[src/rtl/axis_pkg.sv]
// Shared helpers for the AXI4-Stream FIFO: width functions for the
// occupancy counters, pointers and the packed beat word stored in RAM.
package axis_pkg;

    // Width of a counter that must hold 0..depth inclusive.
    function automatic int cnt_w(input int depth);
        return $clog2(depth + 1);
    endfunction

    // Address width for a power-of-two depth (at least one bit).
    function automatic int ptr_w(input int depth);
        return (depth > 1) ? $clog2(depth) : 1;
    endfunction

    // Stored beat is {tdata, tuser, tlast}.
    function automatic int beat_w(input int dw, input int uw);
        return dw + uw + 1;
    endfunction

endpackage

[src/rtl/axis_fifo_ram.sv]
// Simple dual-port storage: synchronous write, asynchronous read.
// Ports: clk_i, wr_en_i/wr_addr_i/wr_data_i (write), rd_addr_i/rd_data_o (read).
module axis_fifo_ram
    import axis_pkg::*;
#(
    parameter int WIDTH = 11,
    parameter int DEPTH = 16
) (
    input  logic                      clk_i,
    input  logic                      wr_en_i,
    input  logic [ptr_w(DEPTH)-1:0]   wr_addr_i,
    input  logic [WIDTH-1:0]          wr_data_i,
    input  logic [ptr_w(DEPTH)-1:0]   rd_addr_i,
    output logic [WIDTH-1:0]          rd_data_o
);

    logic [WIDTH-1:0] mem_q [DEPTH];

    always_ff @(posedge clk_i) begin
        if (wr_en_i) begin
            mem_q[wr_addr_i] <= wr_data_i;
        end
    end

    assign rd_data_o = mem_q[rd_addr_i];

endmodule

[src/rtl/axis_stream_fifo.sv]
// Synchronous AXI4-Stream FIFO, first-word-fall-through, optional
// store-and-forward per frame.
// Ports: clk, rst (sync, active high); s_* slave stream in; m_* master
// stream out; count = stored beats; frames = stored tlast beats.
module axis_stream_fifo
    import axis_pkg::*;
#(
    parameter int DATA_WIDTH  = 8,
    parameter int USER_WIDTH  = 1,
    parameter int DEPTH       = 16,
    parameter int PACKET_MODE = 0
) (
    input  logic                        clk,
    input  logic                        rst,
    input  logic [DATA_WIDTH-1:0]       s_tdata,
    input  logic [USER_WIDTH-1:0]       s_tuser,
    input  logic                        s_tlast,
    input  logic                        s_tvalid,
    output logic                        s_tready,
    output logic [DATA_WIDTH-1:0]       m_tdata,
    output logic [USER_WIDTH-1:0]       m_tuser,
    output logic                        m_tlast,
    output logic                        m_tvalid,
    input  logic                        m_tready,
    output logic [$clog2(DEPTH+1)-1:0]  count,
    output logic [$clog2(DEPTH+1)-1:0]  frames
);

    localparam int  CW  = cnt_w(DEPTH);
    localparam int  AW  = ptr_w(DEPTH);
    localparam int  BW  = beat_w(DATA_WIDTH, USER_WIDTH);
    localparam bit  PKT = (PACKET_MODE != 0);

    logic [AW-1:0] wr_ptr_q, wr_ptr_d;
    logic [AW-1:0] rd_ptr_q, rd_ptr_d;
    logic [CW-1:0] count_q, count_d;
    logic [CW-1:0] frames_q, frames_d;
    logic          drain_q, drain_d;

    logic          wr_en;
    logic          rd_en;
    logic          full;
    logic          empty;
    logic          release_ok;
    logic [BW-1:0] wr_beat;
    logic [BW-1:0] rd_beat;

    assign full  = (count_q == CW'(DEPTH));
    assign empty = (count_q == '0);

    assign s_tready = !rst && !full;

    // In packet mode a beat is released once a whole frame is stored,
    // or when the FIFO is full (a frame longer than DEPTH would
    // otherwise deadlock). drain_q holds release for the rest of such
    // a frame so no beat is withdrawn once offered.
    assign release_ok = !PKT || (frames_q != '0) || full || drain_q;
    assign m_tvalid   = !rst && !empty && release_ok;

    assign wr_en = s_tvalid && s_tready;
    assign rd_en = m_tvalid && m_tready;

    assign wr_beat = {s_tdata, s_tuser, s_tlast};

    axis_fifo_ram #(
        .WIDTH (BW),
        .DEPTH (DEPTH)
    ) u_ram (
        .clk_i     (clk),
        .wr_en_i   (wr_en),
        .wr_addr_i (wr_ptr_q),
        .wr_data_i (wr_beat),
        .rd_addr_i (rd_ptr_q),
        .rd_data_o (rd_beat)
    );

    assign m_tdata = rd_beat[BW-1 -: DATA_WIDTH];
    assign m_tuser = rd_beat[USER_WIDTH:1];
    assign m_tlast = rd_beat[0];

    assign count  = count_q;
    assign frames = frames_q;

    always_comb begin
        wr_ptr_d = wr_ptr_q;
        rd_ptr_d = rd_ptr_q;
        count_d  = count_q;
        frames_d = frames_q;
        drain_d  = drain_q;

        if (wr_en) begin
            wr_ptr_d = wr_ptr_q + AW'(1);
        end
        if (rd_en) begin
            rd_ptr_d = rd_ptr_q + AW'(1);
        end

        if (wr_en && !rd_en) begin
            count_d = count_q + CW'(1);
        end else if (!wr_en && rd_en) begin
            count_d = count_q - CW'(1);
        end

        if ((wr_en && s_tlast) && !(rd_en && m_tlast)) begin
            frames_d = frames_q + CW'(1);
        end else if (!(wr_en && s_tlast) && (rd_en && m_tlast)) begin
            frames_d = frames_q - CW'(1);
        end

        if (PKT && full && (frames_q == '0)) begin
            drain_d = 1'b1;
        end
        if (rd_en && m_tlast) begin
            drain_d = 1'b0;
        end
    end

    always_ff @(posedge clk) begin
        if (rst) begin
            wr_ptr_q <= '0;
            rd_ptr_q <= '0;
            count_q  <= '0;
            frames_q <= '0;
            drain_q  <= 1'b0;
        end else begin
            wr_ptr_q <= wr_ptr_d;
            rd_ptr_q <= rd_ptr_d;
            count_q  <= count_d;
            frames_q <= frames_d;
            drain_q  <= drain_d;
        end
    end

endmodule

[config.mk]
export PLATFORM = sky130hd
export DESIGN_NAME = axis_stream_fifo
export DESIGN_NICKNAME = d
export VERILOG_FILES = /design/src/rtl/axis_pkg.sv /design/src/rtl/axis_fifo_ram.sv /design/src/rtl/axis_stream_fifo.sv
export SDC_FILE = /design/constraint.sdc
export NUM_CORES = 1
export LEC_CHECK = 0
export CORE_ASPECT_RATIO = 1.25
export CORE_MARGIN = 1.5
export CORE_UTILIZATION = 35
export DETAILED_ROUTE_END_ITERATION = 12
export PLACE_DENSITY_LB_ADDON = 0.2
export SYNTH_ARGS = -nofsm -noshare
export SYNTH_HDL_FRONTEND = slang
export SYNTH_HIERARCHICAL = 1
export SYNTH_SLANG_ARGS = --single-unit
[constraint.sdc]
create_clock -name clk -period 8.9 [get_ports clk]
set_input_delay 0.89 -clock clk [delete_from_list [all_inputs] [get_ports clk]]
set_output_delay 0.89 -clock clk [all_outputs]
set_load 0.01 [all_outputs]
* Word level (Yosys, flattened, before mapping)
Memory sizes are Yosys's and may differ from the RTL's. A register that Yosys moved wholly into a read port is not among the register bits.
Cells that the tools add are included.
** Word-level totals
- Bits in registers :: 18
- Latch bits :: 0
- Bits in writable memories :: 160
- ROM bits :: 0
- Input bits :: 14
- Output and inout port bits :: 22
- Logic and storage cells :: 40
- Memories kept :: 1
** Cells by class
- Add/sub/neg operators :: 6
- Multipliers :: 0
- Divide/modulo/power cells :: 0
- $lt $le $gt $ge :: 0
- Equal/unequal tests :: 1
- Shifts and indexed selects :: 0
- Multiplexer cells :: 8
- Bitwise operators :: 0
- Reduce and logical (&&, ||, !) cells :: 20
** Memory list
- u_ram.mem_q :: depth 16, width 10, rd ports 1, clocked after Yosys merged registers in 1, write ports 1, line axis_fifo_ram.sv:17 : logic [WIDTH-1:0] mem_q [DEPTH];
** Operators by type and width (number)
- 5-bit 2-to-1 mux :: 4
- 5-bit by 1-bit adder with 5-bit output, second input constant :: 2
- 1-bit logical AND :: 10
- 5-bit by 1-bit subtractor with 5-bit output, second input constant :: 2
- 4-bit by 1-bit adder with 4-bit output, second input constant :: 2
- 4-bit 2-to-1 mux :: 2
- 1-bit zero test :: 7
- 5-bit equality test, second input constant :: 1
- 5-bit zero test :: 1
- 2-bit nonzero test :: 2
- 1-bit 2-to-1 mux :: 2

* Longest topological paths before layout
- Depth in word-level cells :: 9
- Mapped depth :: 13
- Gate-level depth less buffers :: 11

* Cells and area by module
Netlist, hierarchy kept.
** Modules (own cells, without submodules)
- axis_fifo_ram :: times used 1, cells each 269, area an instance 6153.4 µm², seq. area each 4804.6 µm²
- axis_stream_fifo :: times used 1, cells each 127, area an instance 1102.3 µm², seq. area each 360.3 µm²

* Worst setup path after synthesis
No wires, ideal clock.
- Path type :: register to register
- Start :: reg rd_ptr_q[0] (netlist name)
- End :: reg frames_q[4] (netlist: frames[4])
- Setup time :: 0.121 ns
- Data arrival time :: 2.908 ns
- Data required time :: 8.779 ns
- Setup slack :: 5.872 ns
- Cell stages (with the launch flop) :: 14
- Clock period less this slack :: 3.028 ns
- Path through :: dfxtp_1 > buf_6 > buf_8 > mux4_1 > a22oi_1 > nand2_1 > nand2_1 > ha_1 > inv_1 > ha_1 > a21oi_1 > a211oi_1 > a31oi_1 > mux2_2
** RTL lines
- to (signal assigned) :: line axis_stream_fifo.sv:129 : frames_q <= frames_d;
- to (decl) :: line axis_stream_fifo.sv:37 : logic [CW-1:0] frames_q, frames_d;

==> results.json <==
{
  "synth_seq_cells": 178,
  "cts.path.max_buffers": 2,
  "ant_nets": 0,
  "rsz0062_at_grt": "false",
  "gr-total-overflow": 0,
  "dpl.hpwl_um": 10000,
  "synth_top_area_share_pct": 66.2,
  "start_util_pct": 35.8,
  "syn_avg_cell_area_um2": 18.3,
  "period_needed_ps": 4130,
  "synth-main-ff-cell": "edfxtp_1",
  "drive_above_1_share_pct": 18.4,
  "viasPerCell": 5.14,
  "timing.fmax_mhz": 242,
  "hold_path_class": "flop to flop",
  "grt_pass1_vias": 3974,
  "die_x_um": 132,
  "firstDrtPassIters": 4,
  "drtIter0Drc": 285,
  "routedWlPerCell_um": 21.3,
  "startpoint_type": "flop",
  "maxSlewViolCount": 0,
  "crit_type": "flop to primary output",
  "setup_violations": 0,
  "arrival_ps": 3240,
  "power_density_nw_per_um2": 256,
  "antenna_found_initial": 0,
  "cap_violations": 0,
  "yosys.area.top_type": "edfxtp_1",
  "fp.dieArea_um2": 21600,
  "cts-root-buf": "clkbuf_16",
  "crit_required_ps": 8010,
  "clock_latency_ps": 430,
  "worst_clock_skew_ps": 10.8,
  "drc": 0,
  "post-place-ws_ps": 4770,
  "rows": 58,
  "min_period_over_period_pct": 46.4,
  "synth.area.top_cells": "edfxtp_1 (66%), mux4_2 (8.7%), dfxtp_1 (5.0%), mux4_1 (4.3%), a22oi_1 (2.1%)",
  "grt.total_usage_pct": 15.2,
  "relSlewSlack_pct": 27.3,
  "cts_inserted_buffers": 17,
  "grt_pass1_wl_um": 23500,
  "crit_path_max_fanout": 27,
  "synthToLayoutAreaGrowth_pct": 17.4,
  "syn_area_um2": 7260,
  "portBuffers": 35,
  "grt_max_degree": 29,
  "syn-num-nets": 423,
  "num-fill-cells": 1796,
  "setup-tns-final_ps": 0,
  "leakage_nw": 2.76,
  "ys_seq_area_share_pct": 71.2,
  "async_reset_ff_share_pct": 0,
  "final-hold-violation-count": 0,
  "cp-end-kind": "primary output",
  "cts.clk_slew.worst_paths_ps": 70,
  "pin_count": 36,
  "outcome": "complete, no violations",
  "die_h_um": 164,
  "syn_inst": 396,
  "drt_wl_total_um": 15600,
  "cts_hold_buf": 0,
  "ctsHtreeMaxLevel": 4,
  "yosys.cell_types.count": 42,
  "num_vias": 3757,
  "synth_edf_count": 160,
  "tightest_slew_ps": 1090,
  "setup_slack_ps": 4770,
  "gp_congestion": 0.747,
  "nNetsFinal": 475,
  "ir_drop_mv": 0.159,
  "core_um2": 20200,
  "tritoncts": "yes",
  "ys_warn_count": 6,
  "clkSinkCount": 178,
  "postCtsResizedCells": 0,
  "cts_setup_buffers": 0,
  "antenna-diode-count": 0
}
## cells in the mapped netlist (4+ instances only)
master	instances
nor2_1	38
a21oi_1	10
edfxtp_1	160
buf_1	5
clkbuf_1	5
o211ai_1	5
nor3_1	5
dfxtp_1	18
mux4_2	28
a22oi_1	20
xor2_1	8
ha_1	11
mux4_1	12
nor2b_1	5
nand2_1	16
nand3b_1	4
inv_1	8
## state kept, by name, indices dropped and copies added (netlist names)
| register | count |
|---|---|
| wr_ptr_q | 4 |
| count | 5 |
| frames | 5 |
| u_ram/mem_q | 160 |
| rd_ptr_q | 4 |
## worst max-delay path: stages, from the launching register on
cell             delay (ps)
dfxtp_2                 700
buf_4                   560
mux4_1                  640
a22oi_1                 250
nand2_1                 130
clkdlybuf4s50_1         510
## worst paths after layout
kind	from	endpoint	slack [ps]	cells after the start
hold / removal	frames[3]	frames[3]	540	2
hold reg to reg	frames[3]	frames[3]	540	2
setup / recovery	rd_ptr_q[0]	m_tdata[1]	4770	5
setup reg to reg	rd_ptr_q[0]	frames[4]	4970	12
## per-layer routing
layer	vias up	part of all wire, %	GRT usage, %
li1	1696	-	-
met1	1963	43	18.8
met2	81	51	26.0
met3	17	4.0	3.83
met4	0	1.9	5.30
met5	-	0	0
## placed cells by master (no fill, tap or decap), types with 3 or more instances in the layout
cell type	instances
nand3_1	3
a22oi_1	20
nor2_1	38
mux4_1	12
clkdlybuf4s50_1	35
buf_4	16
mux4_2	28
inv_6	5
nand2_1	16
nor3_1	3
a21oi_1	10
dfxtp_1	16
inv_1	8
ha_1	11
nand3b_1	4
edfxtp_1	160
clkbuf_16	17
inv_8	4
o211ai_1	5
xor2_1	8
nor2b_1	5
## cell type report
type,instances,area [µm²],area share [%]
multi-input combinational,192,1950,22.9
clock inverter,15,140,1.65
inverter,8,30.0,0.353
clock buffer,17,425,4.99
sequential,178,5170,60.7
tap,270,338,3.97
timing repair buffer,51,470,5.52
## cell families (layout without fill, tap and decap cells)
| group | count (synthesis) | in the layout | share of synthesized area [%] |
|---|---|---|---|
| muxes | 44 | 44 | 13.6 |
| buffers and inverters | 26 | 91 | 2.12 |
| DFF | 178 | 178 | 71.2 |
| xor gates and xnor gates | 10 | 10 | 1.21 |
| adders and majority gates | 13 | 13 | 2.45 |
| and+or+nand+nor | 82 | 82 | 5.21 |
| AOI/OAI and AO/OA | 43 | 43 | 4.21 |
## stage by stage
stage / util (%) / hold WS, ps / total power [mW] / cells / instance area, µm²
floorplan: - / 518 / 1.33 / 396 / 7260
global placement: 39.3 / 511 / 1.49 / 699 / 7950
CTS: 42.1 / 540 / 2.20 / 731 / 8520
finish: 42.1 / 538 / 2.18 / 731 / 8520
detailed placement: 39.3 / 527 / 1.49 / 699 / 7950
global route: 42.1 / 572 / 2.28 / 731 / 8520
## power by group
group	switching (mW)	leakage, nW	internal (mW)
logic	0.225	0.888	0.246
clock network	0.336	0.279	0.371
registers	0.0557	1.59	0.945
Power figures use the tool's default switching activity.
